$ cat src/rtl/step_cmd_rx_if.sv
// step_cmd_rx_if: UART command line in, stepper drive out.
// ftdi_rx: host->device; step/dir/pos/busy/err: device->host.
interface step_cmd_rx_if #(
  parameter int W = 16
);
  logic         ftdi_rx;
  logic         step;
  logic         dir;
  logic [W-1:0] pos;
  logic         busy;
  logic         err;

  modport master (
    output ftdi_rx,
    input  step, dir, pos, busy, err
  );

  modport slave (
    input  ftdi_rx,
    output step, dir, pos, busy, err
  );
endinterface

$ cat src/rtl/step_cmd_rx.sv
// step_cmd_rx: 8N1 UART hex-position parser driving a step/dir motor.
// hwclk/rst: clock, sync active-high reset; bus: rx in, step/dir/pos/busy/err out.
module step_cmd_rx #(
  parameter int CLK_HZ    = 12000000,
  parameter int BAUD      = 9600,
  parameter int NIBBLES   = 4,
  parameter int DIR_SETUP = 12,
  parameter int STEP_HIGH = 24,
  parameter int STEP_LOW  = 24
) (
  input logic          hwclk,
  input logic          rst,
  step_cmd_rx_if.slave bus
);
  localparam int W       = 4 * NIBBLES;
  localparam int BIT_CYC = CLK_HZ / BAUD;
  localparam int HALF    = BIT_CYC / 2;
  localparam int BW      = $clog2(BIT_CYC + 1);
  localparam int CW      = $clog2(NIBBLES + 1);
  localparam int TM0     = (DIR_SETUP > STEP_HIGH) ? DIR_SETUP : STEP_HIGH;
  localparam int TMAX    = (TM0 > STEP_LOW) ? TM0 : STEP_LOW;
  localparam int TW      = $clog2(TMAX + 1);

  typedef enum logic [2:0] {
    R_IDLE, R_START, R_DATA, R_STOP, R_WAIT
  } rx_st_e;

  typedef enum logic [1:0] {
    S_IDLE, S_SETUP, S_HIGH, S_LOW
  } st_e;

  logic          rx_s1_q, rx_s2_q, rx_s3_q;
  rx_st_e        rx_st_q, rx_st_d;
  logic [BW-1:0] bcnt_q, bcnt_d;
  logic [2:0]    nbit_q, nbit_d;
  logic [7:0]    shr_q, shr_d;
  logic          bvld_q, bvld_d;
  logic          fr_err;

  logic [W-1:0]  acc_q, acc_d;
  logic [CW-1:0] dcnt_q, dcnt_d;
  logic          disc_q, disc_d;
  logic [W-1:0]  tgt_q, tgt_d;
  logic          p_err;
  logic          is_hex;
  logic [3:0]    nib;
  logic          is_lf, skip, take;

  st_e           st_q, st_d;
  logic [TW-1:0] tmr_q, tmr_d;
  logic          step_q, step_d;
  logic          dir_q, dir_d;
  logic [W-1:0]  pos_q, pos_d;
  logic [W-1:0]  diff;
  logic          busy_q, busy_d;
  logic          err_q, err_d;

  // hex digit decode of the last received byte
  always_comb begin
    is_hex = 1'b1;
    nib    = '0;
    unique case (1'b1)
      (shr_q >= 8'h30 && shr_q <= 8'h39):
        nib = 4'(shr_q - 8'h30);
      (shr_q >= 8'h41 && shr_q <= 8'h46):
        nib = 4'(shr_q - 8'h37);
      (shr_q >= 8'h61 && shr_q <= 8'h66):
        nib = 4'(shr_q - 8'h57);
      default: is_hex = 1'b0;
    endcase
  end

  always_comb begin
    rx_st_d = rx_st_q;
    bcnt_d  = bcnt_q;
    nbit_d  = nbit_q;
    shr_d   = shr_q;
    bvld_d  = 1'b0;
    fr_err  = 1'b0;
    unique case (rx_st_q)
      R_IDLE: begin
        if (rx_s3_q && !rx_s2_q) begin
          rx_st_d = R_START;
          bcnt_d  = '0;
        end
      end
      R_START: begin
        if (bcnt_q == BW'(HALF - 1)) begin
          bcnt_d  = '0;
          nbit_d  = '0;
          // glitch shorter than half a bit: not a start bit
          rx_st_d = rx_s2_q ? R_IDLE : R_DATA;
        end else begin
          bcnt_d = bcnt_q + 1'b1;
        end
      end
      R_DATA: begin
        if (bcnt_q == BW'(BIT_CYC - 1)) begin
          bcnt_d = '0;
          shr_d  = {rx_s2_q, shr_q[7:1]};
          nbit_d = nbit_q + 1'b1;
          if (nbit_q == 3'd7) rx_st_d = R_STOP;
        end else begin
          bcnt_d = bcnt_q + 1'b1;
        end
      end
      R_STOP: begin
        if (bcnt_q == BW'(BIT_CYC - 1)) begin
          bcnt_d = '0;
          if (rx_s2_q) begin
            bvld_d  = 1'b1;
            rx_st_d = R_IDLE;
          end else begin
            fr_err  = 1'b1;
            rx_st_d = R_WAIT;
          end
        end else begin
          bcnt_d = bcnt_q + 1'b1;
        end
      end
      R_WAIT: begin
        if (rx_s2_q) rx_st_d = R_IDLE;
      end
      default: rx_st_d = R_IDLE;
    endcase
  end

  // parser: one byte per bvld_q strobe; shr_q is stable then
  assign is_lf = (shr_q == 8'h0A);
  assign skip  = !is_lf && (disc_q || shr_q == 8'h0D);
  assign take  = !is_lf && !skip && is_hex &&
                 (dcnt_q != CW'(NIBBLES));

  always_comb begin
    acc_d  = acc_q;
    dcnt_d = dcnt_q;
    disc_d = disc_q;
    tgt_d  = tgt_q;
    p_err  = 1'b0;
    if (bvld_q) begin
      unique case (1'b1)
        is_lf: begin
          if (!disc_q && dcnt_q == CW'(NIBBLES))
            tgt_d = acc_q;
          else if (!disc_q)
            p_err = 1'b1;
          acc_d  = '0;
          dcnt_d = '0;
          disc_d = 1'b0;
        end
        skip: acc_d = acc_q;
        take: begin
          acc_d  = (acc_q << 4) | W'(nib);
          dcnt_d = dcnt_q + 1'b1;
        end
        default: begin
          p_err  = 1'b1;
          disc_d = 1'b1;
          acc_d  = '0;
          dcnt_d = '0;
        end
      endcase
    end
  end

  assign diff = tgt_q - pos_q;

  always_comb begin
    st_d   = st_q;
    tmr_d  = tmr_q;
    step_d = step_q;
    dir_d  = dir_q;
    pos_d  = pos_q;
    unique case (st_q)
      S_IDLE: begin
        if (tgt_q != pos_q) begin
          // shortest way round; a half-turn tie goes down
          dir_d = !diff[W-1];
          tmr_d = '0;
          st_d  = S_SETUP;
        end
      end
      S_SETUP: begin
        if (tmr_q == TW'(DIR_SETUP - 1)) begin
          tmr_d  = '0;
          step_d = 1'b1;
          pos_d  = dir_q ? pos_q + 1'b1 : pos_q - 1'b1;
          st_d   = S_HIGH;
        end else begin
          tmr_d = tmr_q + 1'b1;
        end
      end
      S_HIGH: begin
        if (tmr_q == TW'(STEP_HIGH - 1)) begin
          tmr_d  = '0;
          step_d = 1'b0;
          st_d   = S_LOW;
        end else begin
          tmr_d = tmr_q + 1'b1;
        end
      end
      S_LOW: begin
        if (tmr_q == TW'(STEP_LOW - 1)) begin
          tmr_d = '0;
          st_d  = S_IDLE;
        end else begin
          tmr_d = tmr_q + 1'b1;
        end
      end
    endcase
    busy_d = (st_d != S_IDLE) || (tgt_d != pos_d);
    err_d  = fr_err | p_err;
  end

  always_ff @(posedge hwclk) begin
    if (rst) begin
      rx_s1_q <= 1'b1;
      rx_s2_q <= 1'b1;
      rx_s3_q <= 1'b1;
      rx_st_q <= R_IDLE;
      bcnt_q  <= '0;
      nbit_q  <= '0;
      shr_q   <= '0;
      bvld_q  <= 1'b0;
      acc_q   <= '0;
      dcnt_q  <= '0;
      disc_q  <= 1'b0;
      tgt_q   <= '0;
      st_q    <= S_IDLE;
      tmr_q   <= '0;
      step_q  <= 1'b0;
      dir_q   <= 1'b0;
      pos_q   <= '0;
      busy_q  <= 1'b0;
      err_q   <= 1'b0;
    end else begin
      rx_s1_q <= bus.ftdi_rx;
      rx_s2_q <= rx_s1_q;
      rx_s3_q <= rx_s2_q;
      rx_st_q <= rx_st_d;
      bcnt_q  <= bcnt_d;
      nbit_q  <= nbit_d;
      shr_q   <= shr_d;
      bvld_q  <= bvld_d;
      acc_q   <= acc_d;
      dcnt_q  <= dcnt_d;
      disc_q  <= disc_d;
      tgt_q   <= tgt_d;
      st_q    <= st_d;
      tmr_q   <= tmr_d;
      step_q  <= step_d;
      dir_q   <= dir_d;
      pos_q   <= pos_d;
      busy_q  <= busy_d;
      err_q   <= err_d;
    end
  end

  assign bus.step = step_q;
  assign bus.dir  = dir_q;
  assign bus.pos  = pos_q;
  assign bus.busy = busy_q;
  assign bus.err  = err_q;
endmodule
$ cat src/flat_wrapper.sv
// flat-port wrapper written by rule: the top's interface ports become plain ports
module step_cmd_rx_flat 
#(
  parameter int CLK_HZ    = 12000000,
  parameter int BAUD      = 9600,
  parameter int NIBBLES   = 4,
  parameter int DIR_SETUP = 12,
  parameter int STEP_HIGH = 24,
  parameter int STEP_LOW  = 24
)
  (hwclk, rst, bus_ftdi_rx, bus_step, bus_dir, bus_pos, bus_busy, bus_err);
  step_cmd_rx_if bus_i ();
  input logic hwclk;
  input logic rst;
  input wire logic [$bits(bus_i.ftdi_rx)-1:0] bus_ftdi_rx;
  output wire logic [$bits(bus_i.step)-1:0] bus_step;
  output wire logic [$bits(bus_i.dir)-1:0] bus_dir;
  output wire logic [$bits(bus_i.pos)-1:0] bus_pos;
  output wire logic [$bits(bus_i.busy)-1:0] bus_busy;
  output wire logic [$bits(bus_i.err)-1:0] bus_err;
  assign bus_i.ftdi_rx = bus_ftdi_rx;
  assign bus_step = bus_i.step;
  assign bus_dir = bus_i.dir;
  assign bus_pos = bus_i.pos;
  assign bus_busy = bus_i.busy;
  assign bus_err = bus_i.err;
  step_cmd_rx #(.CLK_HZ(CLK_HZ), .BAUD(BAUD), .NIBBLES(NIBBLES), .DIR_SETUP(DIR_SETUP), .STEP_HIGH(STEP_HIGH), .STEP_LOW(STEP_LOW)) u_core (.hwclk(hwclk), .rst(rst), .bus(bus_i));
endmodule
$ cat config.mk
export PLATFORM = sky130hd
export DESIGN_NAME = step_cmd_rx_flat
export DESIGN_NICKNAME = d
export VERILOG_FILES = /design/src/rtl/step_cmd_rx_if.sv /design/src/rtl/step_cmd_rx.sv /design/src/flat_wrapper.sv
export SDC_FILE = /design/constraint.sdc
export NUM_CORES = 1
export LEC_CHECK = 0
export ABC_AREA = 1
export BUFFER_PORTS_ARGS = -buffer_cell sky130_fd_sc_hd__buf_2
export CAP_MARGIN = 20
export CORE_MARGIN = 2
export CORE_UTILIZATION = 50
export CTS_CLUSTER_SIZE = 10
export DETAILED_ROUTE_END_ITERATION = 7
export PLACE_DENSITY = 0.77
export SLEW_MARGIN = 20
export SYNTH_ARGS = -nofsm -noshare
export SYNTH_HDL_FRONTEND = slang
export SYNTH_SLANG_ARGS = --single-unit
$ cat constraint.sdc
create_clock -name hwclk -period 2.6 [get_ports hwclk]
set_input_delay 0.13 -clock hwclk [delete_from_list [all_inputs] [get_ports hwclk]]
set_output_delay 0.13 -clock hwclk [all_outputs]
set_load 0.02 [all_outputs]
After elaboration in Yosys (flattened, before gate mapping)

Index checks and enable logic that the tools add are counted.

Bits in registers: 92
Latch bits: 0
RAM bits: 0
Bits in read-only memories: 0
Output and inout port bits: 20
Memories kept: 0

Add/subtract/negate cells: 10
$mul: 0
Div/mod/pow operators: 0
Order comparisons: 6
Eq/ne operators: 27
Shift-type cells: 0
Multiplexer cells: 47
Bitwise operators: 6
Reduce and logical (&&, ||, !) cells: 35

Operators with widths:

| cell                    | count |
|---|---|
| $mux W16                | 6 |
| $mux W11                | 3 |
| $pmux W11 S3            | 1 |
| $ne A16 B16 Y1          | 2 |
| $pmux W16 S2            | 1 |
| $mux W3                 | 9 |
| $ne A2 B1 Y1 const B    | 9 |
| $add A16 B1 Y16 const B | 1 |
| $eq A8 B4 Y1 const B    | 2 |
| $ge A8 B7 Y1 const B    | 2 |
| $le A8 B7 Y1 const B    | 2 |
| $or A16 B4 Y16          | 1 |
| $sub A16 B1 Y16 const B | 1 |
| $sub A16 B16 Y16        | 1 |
| $mux W5                 | 3 |
| $pmux W3 S5             | 1 |
| $pmux W5 S3             | 1 |
| $pmux W3 S2             | 2 |
| $pmux W4 S3             | 1 |
| $add A11 B1 Y11 const B | 1 |
| $eq A11 B10 Y1 const B  | 1 |
| $eq A11 B11 Y1 const B  | 1 |
| $mux W1                 | 10 |
| $mux W2                 | 5 |
| other kinds (30)        | 64 |

Depth between registers and ports, before layout

Gate-level depths: netlist of run 1.

Depth after elaboration: 11
Mapped depth: 20
Mapped depth without buffers: 20

Least setup slack after synthesis of run 1

No wires, ideal clock.

Kind: register to register
Start point: register u_core.dir_q, in the netlist u_core.bus.dir
End point: register u_core.busy_q, in the netlist u_core.bus.busy
Library setup time: 109 ps
Arrival: 2244 ps
Required time: 2491 ps
Slack: 247 ps
Cell stages (with the launch flop): 15
Buffers on the path: 0
Clock period less this slack: 2353 ps
Cell sequence: dfxtp_1 -> inv_1 -> ha_1 -> a21oi_1 -> nand2_1 -> nand2_1 -> a21oi_1 -> o21ai_0 -> nor2_1 -> nor2_1 -> nand2_1 -> nor2_1 -> nand3_1 -> nand2_1 -> inv_1

Cells in the longest elaborated chain, start to end: 5

Ends and longest elaborated chain:

| element                | line               | RTL |
|---|---|---|
| from (decl)            | step_cmd_rx.sv:52  | `logic dir_q, dir_d;` |
| from (signal assigned) | step_cmd_rx.sv:252 | `dir_q <= dir_d;` |
| $mux W16               | step_cmd_rx.sv:187 | `pos_d = dir_q ? pos_q + 1'b1 : pos_q - 1'b1;` |
| $mux W16               | step_cmd_rx.sv:184 | `if (tmr_q == TW'(DIR_SETUP - 1)) begin` |
| $mux W16               | step_cmd_rx.sv:174 | `unique case (st_q)` |
| $ne A16 B16 Y1         | step_cmd_rx.sv:211 | `busy_d = (st_d != S_IDLE) \|\| (tgt_d != pos_d);` |
| $logic_or A1 B1 Y1     | step_cmd_rx.sv:211 |  |
| to (signal assigned)   | step_cmd_rx.sv:254 | `busy_q <= busy_d;` |
| to (decl)              | step_cmd_rx.sv:55  | `logic busy_q, busy_d;` |

No other way between the ends.
A chain may end at the register's enable or synchronous reset.

Worst setup path in the final report of run 1

Same ends and word-level chain as after synthesis.

==> metrics.txt, run 1 <==
status=finished clean; reg2reg setup slack=approximately 0.21 ns; number of synthesized register bits=between 90 and 100; I/O Buffers=22; # IOs=23; gr usage total=20.9%; WS Path Type=register to register; Vias=5383; Reg clk slew, reported paths=0.06 ns; Final Hold Fails=0; Hold Path Origin=rst; Netlist Area Pre-Place=just under 6000 um2; crit share post-route=between 90% and 100%; DIE HEIGHT=112 um; Total Die Area=12500 um2; max_cap viols=0; Synth area leader=dfxtp_1; VDD IR max=0.000399 V; Crit-path slowest cell=ha_2; family with the most delay on the worst path=simple AND/OR/NAND/NOR gates; Final Max Slew Viols=0; TritonCTS buffer count=9; Leakage=between 0.003 and 0.004 uW; DR WL met2=~6000 um; largest net degree at the start of global routing=53; highest routed layer=met4; n_diodes=0; Worst Hold Class=primary input to register; required time of the critical path=2.84 ns; clock root cell=clkbuf_16; Pwr Density=between 400 and 500 nW/um2; Syn Inst Count=between 800 and 900; cell count of the worst reg-to-reg path=21; Main synth FF type=dfxtp_1; Avg WL per Cell=12.1 um; length of routed met3 wiring=approximately 460 um; Synth top cells by count=250 x nand2_1, 133 x inv_1, 95 x nor2_1, 92 x dfxtp_1, 63 x a21oi_1; final wirelength=between 10000 and 15000 um; Seq/Total Area, Yosys=31.6%; highest clock rate=419 MHz; post-detail-place hpwl=9420 um; Post-layout nets=960; Post-DRT Antenna Nets=0; hold depth=2; initial antenna violation count=0; clock latency at the later pin of the worst-skew pair=0.34 ns; synthesized netlist net count=between 900 and 1000; Die Wd=112 um; Max Buffers Root-to-Sink=2; CP Cell Sequence=inv_1 -> buf_8 -> ha_2 -> nand2_1 -> inv_1 -> nand2_1 -> nand2_1 -> a21oi_2 -> nand2_1 -> nand2_1 -> nand2_1 -> nand2_1 -> nand2_1 -> nand2_1 -> nand2_1 -> inv_1 -> nand2_1 -> nor2_1 -> nand3_1 -> nand2_1 -> inv_1; Core Footprint=around 11000 um2; max_slew headroom=61.8%; ratio of cells with drive above 1 in the final layout=approximately 10%; DRC=0; first-pass GRT wire length=between 20000 and 25000 um; Critical Path Fanout Max=12; gr ovfl total=0; crit path launch type=register; placed cell area=6090 um2; multi-input combinational cell area=3450 um2; DRT iter0 DRCs=311; RR Endpoint=u_core.bus.busy; Crit path top cell by count=nand2_1; # H-tree levels=3; share of the synthesized area in the top cell type=a little under a third; Worst Tran Pin Value=approximately 0.57 ns; # fillers=around 1100; CP Capture Type=register; Final GP Congestion=approximately 0.87; CP Data Arrival Time=2.63 ns; synth top area cells=dfxtp_1 32%, nand2_1 16%, ha_1 9.9%, inv_1 8.6%, nor2_1 6.1%; design area=6560 um2; drt pass-1 iters=4; final worst setup slack=between 0.2 and 0.25 ns; Pwr Total=3280 uW; vias per cell=5.09; Site Rows=39; number of synthesized flops with an enable pin=0; Post-CTS Setup Inserts=0; Starting Density=51.1%; Syn Area/Cell=6.60 um2; Worst Clk Skew=0.00597 ns; Layout area overhead=12.6%; worst hold endpoint=u_core.bus.err; count of cell types in the netlist=44; most frequent cell after synthesis=nand2_1; Async S/R FF share, synth=0%; Finish-stage setup viols=0; vias in the first global route=4886; pre-CTS WS=0.202 ns; fin crit period=2.39 ns; CP Buf/Inv Count=5; utilization after layout=a little under three fifths; slowest cell delay on critical path=0.33 ns; Reg-to-Reg Start=u_core.bus.dir; CTS tree=yes; clock sinks=92; sequential cell area=1840 um2; met1 WL=6210 um; warnings from Yosys=0
[sequential cells by signal (all words and copies together) (netlist names), 2 cells and up]
signal          count
u_core.acc_q       16
u_core.bcnt_q      11
u_core.bus.pos     16
u_core.dcnt_q       3
u_core.nbit_q       3
u_core.rx_st_q      3
u_core.shr_q        8
u_core.st_q         2
u_core.tgt_q       16
u_core.tmr_q        5
[layer usage]
metal | vias to the layer above | global-route usage, %
li1 | 2890 | -
met1 | 2362 | 28.5
met2 | 112 | 34.3
met3 | 19 | 3.48
met4 | 0 | 5.69
met5 | - | 0
[final cells by class]
type | count | area share, %
timing repair buffer | 32 | 2.97
inverter | 140 | 8.01
sequential | 92 | 28.1
clock inverter | 4 | 1.83
tap | 143 | 2.73
clock buffer | 12 | 3.76
multi-input combinational | 635 | 52.6
[cell usage in the layout, fill, tap and decap left out, types with 6 or more instances in the layout]
master and count:
a21oi_1 60, buf_2 22, buf_4 8, clkbuf_16 9
dfxtp_1 91, ha_1 37, inv_1 133, nand2_1 250
nand3_1 51, nand3b_1 6, nand4_1 9, nor2_1 94
nor3_1 12, o211ai_1 7, o21ai_0 32, o21ai_2 11
xor2_1 6
[cells by family (layout without fill, tap and decap cells)]
kind of cell	count (synthesis)	after routing	share of synthesized area, %
muxes	1	1	0.172
buffers and inverters	156	188	10.7
xor gates and xnor gates	9	9	1.35
and+or+nand+nor	446	446	32.6
adders and majority gates	47	47	10.2
AOI/OAI and AO/OA	132	132	13.4
DFF	92	92	31.6
[stage by stage]
stage / setup TNS, ns / instances / hold WS, ns
final: 0 / 1058 / 0.156
after global routing: -0.0243 / 1058 / 0.190
after CTS: 0 / 1058 / 0.147
after detailed placement: 0 / 1041 / 0.316
after global placement: 0 / 1041 / 0.314
after floorplan: 0 / 883 / 0.234
[how the worst max path moves through the flow]
stage	startpoint	to	slack (ns)	cells past startpoint
after floorplan	u_core.bus.dir	u_core.bus.busy	0.25	14
after global placement	u_core.bus.pos[0]	u_core.bus.busy	0.23	18
after detailed placement	u_core.bus.dir	u_core.bus.busy	0.20	18
after CTS	u_core.bus.pos[0]	u_core.bus.busy	0.20	20
after global routing	u_core.bus.dir	u_core.bus.busy	-0.02	16
final	u_core.bus.dir	u_core.bus.busy	0.21	21
[timing repair]
action                                 CTS  global route
setup endpoints to repair                0             1
endpoints found under the hold margin    1             0
resized for setup                        0            17
hold buffers                             1             0
[report_power, final]
| part | total [uW] | internal, uW | switching (uW) | leakage, uW |
|---|---|---|---|---|
| logic | 224 | 68.9 | 155 | 0.00236 |
| registers | 1450 | 1430 | 21.3 | 0.000742 |
| clock network | 1600 | 1060 | 535 | 0.000177 |
| total | 3280 | 2560 | 711 | 0.00328 |
[worst register-to-register path, delay by kind of cell (launching register included)]
family                   cells  cell delay (ns)
AND/OR/NAND/NOR             14             1.00
AO/OA/AOI/OAI                1             0.16
adder cells (fa/ha/maj)      1             0.33
buffers and inverters        5             0.48
flip-flops                   1             0.31
(Power assumes the default switching activity.)
==> run 2, diff against run 1 <==
--- a/config.mk
+++ b/config.mk
@@ -9,10 +9,10 @@
 export BUFFER_PORTS_ARGS = -buffer_cell sky130_fd_sc_hd__buf_2
 export CAP_MARGIN = 20
 export CORE_MARGIN = 2
-export CORE_UTILIZATION = 50
+export CORE_UTILIZATION = 53
 export CTS_CLUSTER_SIZE = 10
 export DETAILED_ROUTE_END_ITERATION = 7
-export PLACE_DENSITY = 0.77
+export PLACE_DENSITY = 0.8
 export SLEW_MARGIN = 20
 export SYNTH_ARGS = -nofsm -noshare
 export SYNTH_HDL_FRONTEND = slang
==> constraint.sdc (replaced) <==
create_clock -name hwclk -period 3 [get_ports hwclk]
set_input_delay 0.15 -clock hwclk [delete_from_list [all_inputs] [get_ports hwclk]]
set_output_delay 0.15 -clock hwclk [all_outputs]
set_load 0.02 [all_outputs]
==> run 2 against run 1 <==
Compared with the run above: clock power down 52%; sequential cell count unchanged; sequential share of layout area up 1.5 points; combinational power down 14%; count of clock-buffer cells in the layout down 1; global-route usage up 1.3 points; non-clock buffer count down 5; via count up 1.3%; utilization up 0.26 points; cell area down 5.1%; largest power group is now registers.
==> metrics.txt, run 2 (synthesized netlist as in run 1, its figures left out) <==
status=finished clean; highest clock rate=374 MHz (-11%); WS Path Type=register to register; clock root cell=clkbuf_8; Post-CTS Setup Inserts=0 (unchanged); Leakage=0.00316 uW (-3.8%); TritonCTS buffer count=9 (unchanged); DRC=0 (unchanged); Worst Hold Class=primary input to register; most frequent cells in the layout=250 x nand2_1, 133 x inv_1, 95 x nor2_1; required time of the critical path=3.26 ns (+0.42 ns); pre-CTS WS=0.384 ns (+0.182 ns); design area=6230 um2 (-5.1%); sequential cell area=1840 um2 (about the same); Avg WL per Cell=12.1 um (-0.46%); multi-input combinational cell area=3360 um2 (-2.6%); gr usage total=22.2% (+1.3 points); fin crit period=2.68 ns (+0.291 ns); Pwr Density=358 nW/um2 (-28%); crit path launch type=register; Vias=5453 (+1.3%); Critical Path Fanout Max=15 (+3); setup tns final=0 ns (unchanged); ratio of cells with drive above 1 in the final layout=8.02% (-2.0 points); Post-DRT Antenna Nets=0 (unchanged); max_cap viols=0 (unchanged); Finish-stage setup viols=0 (unchanged); # fillers=1044 (-1.6%); worst hold endpoint=u_core.rx_s3_q; Starting Density=54.0% (+3.0 points); reg2reg setup slack=0.32 ns (+0.11 ns); gr ovfl total=0 (unchanged); # IOs=23 (unchanged); Hold Path Origin=rst; Worst Tran Pin Value=0.709 ns (+0.139 ns); crit share post-route=89.2% (-2.5 points); Final Hold Fails=0 (unchanged); vias per cell=5.19 (+2.1%); Reg-to-Reg Start=u_core.bus.dir; n_diodes=0 (unchanged); clock latency at the later pin of the worst-skew pair=0.37 ns (+0.03 ns); RSZ-0062 raised after global routing=false; drt pass-1 iters=5 (+1); Total Die Area=11900 um2 (-5.5%); Final Max Slew Viols=0 (unchanged); largest net degree at the start of global routing=67 (+26%); VDD IR max=0.000217 V (-46%); Die Wd=109 um (-2.8%); Post-layout nets=955 (-0.52%); CP Capture Type=register; vias in the first global route=4810 (-1.6%); # H-tree levels=3 (unchanged); Reg clk slew, reported paths=0.10 ns (+0.04 ns); final wirelength=12700 um (-1.2%); Site Rows=38 (-2.6%); Final GP Congestion=0.927 (+6.6%); max_slew headroom=52.7% (-9.1 points); Max Buffers Root-to-Sink=2 (unchanged); CP Data Arrival Time=2.93 ns (+0.30 ns); Core Footprint=10800 um2 (-5.5%); hold depth=3 (+1); cell count of the worst reg-to-reg path=17 (-19%); Worst Clk Skew=0.0164 ns (+0.0104 ns); DRT iter0 DRCs=338 (+8.7%); post-detail-place hpwl=9460 um (+0.48%); initial antenna violation count=0 (unchanged); I/O Buffers=22 (unchanged); CTS tree=yes; RR Endpoint=u_core.bus.busy; placed cell area=6040 um2 (-0.68%); Layout area overhead=6.89%; final worst setup slack=0.324 ns (+0.109 ns); clock sinks=92 (unchanged); DIE HEIGHT=109 um (-2.8%); first-pass GRT wire length=21300 um (-2.4%); commonest non-fill, non-tap cell in the layout=nand2_1
[run 2: layout make-up]
class | instances | area share, %
flip-flops and latches | 92 | 29.6
inverters | 140 | 8.43
repair buffers | 27 | 2.41
well taps | 140 | 2.81
clock inverters | 5 | 0.562
clock buffers | 11 | 2.27
multi-input cells | 635 | 54.0
[run 2: metrics by stage]
step                utilization (%)  power (uW)  hold slack (ns)  cells
global route                   57.7        2330            0.393   1050
finish                         57.7        2230            0.371   1050
detailed placement             56.0        1480            0.336   1033
CTS                            57.7        2250            0.345   1050
floorplan                         -        1430            0.254    883
global placement               56.0        1480            0.332   1033
[run 2: metal layers]
| layer | wire length, um | GRT usage (%) | vias to the layer above | part of all wire [%] |
|---|---|---|---|---|
| met4 | 296 | 8.33 | 0 | 2.3 |
| met1 | 6220 | 30.1 | 2455 | 49 |
| li1 | - | - | 2864 | - |
| met2 | 5690 | 35.5 | 112 | 45 |
| met3 | 484 | 3.29 | 22 | 3.8 |
| met5 | 0 | 0 | - | 0 |
[run 2: repair_timing]
| item | CTS | global route |
|---|---|---|
| resized for setup | 0 | 0 |
| endpoints found under the hold margin | 1 | 0 |
| hold buffers | 1 | 0 |
[run 2: power by group]
part	switching [uW]	leakage (uW)	internal, uW
sequential	21.3	0.000742	1240
combinational	134	0.00232	58.8
clock	448	0.0000901	328
total	603	0.00316	1630
[run 2: worst max-delay path by stage]
stage	cells after the start	start	endpoint
floorplan	14	u_core.bus.dir	u_core.bus.busy
detailed placement	14	u_core.bus.dir	u_core.bus.busy
finish	17	u_core.bus.dir	u_core.bus.busy
global placement	17	u_core.bus.dir	u_core.bus.busy
CTS	14	u_core.bus.dir	u_core.bus.busy
global route	18	u_core.bus.dir	u_core.bus.busy
[run 2: worst max-delay path: stages, from the launching register on]
cell and delay (ns):
dfxtp_1 0.42, inv_1 0.28, ha_1 0.46, nand2_1 0.09
nor2_1 0.21, nand3_1 0.16, nand2_1 0.12, nand3_1 0.11
nand2_1 0.09, nand2_1 0.05, nand3_1 0.08, nand2_1 0.07
nand2_1 0.05, nand2_1 0.06, nor2_1 0.14, nand3_1 0.09
nand2_1 0.06, inv_1 0.05
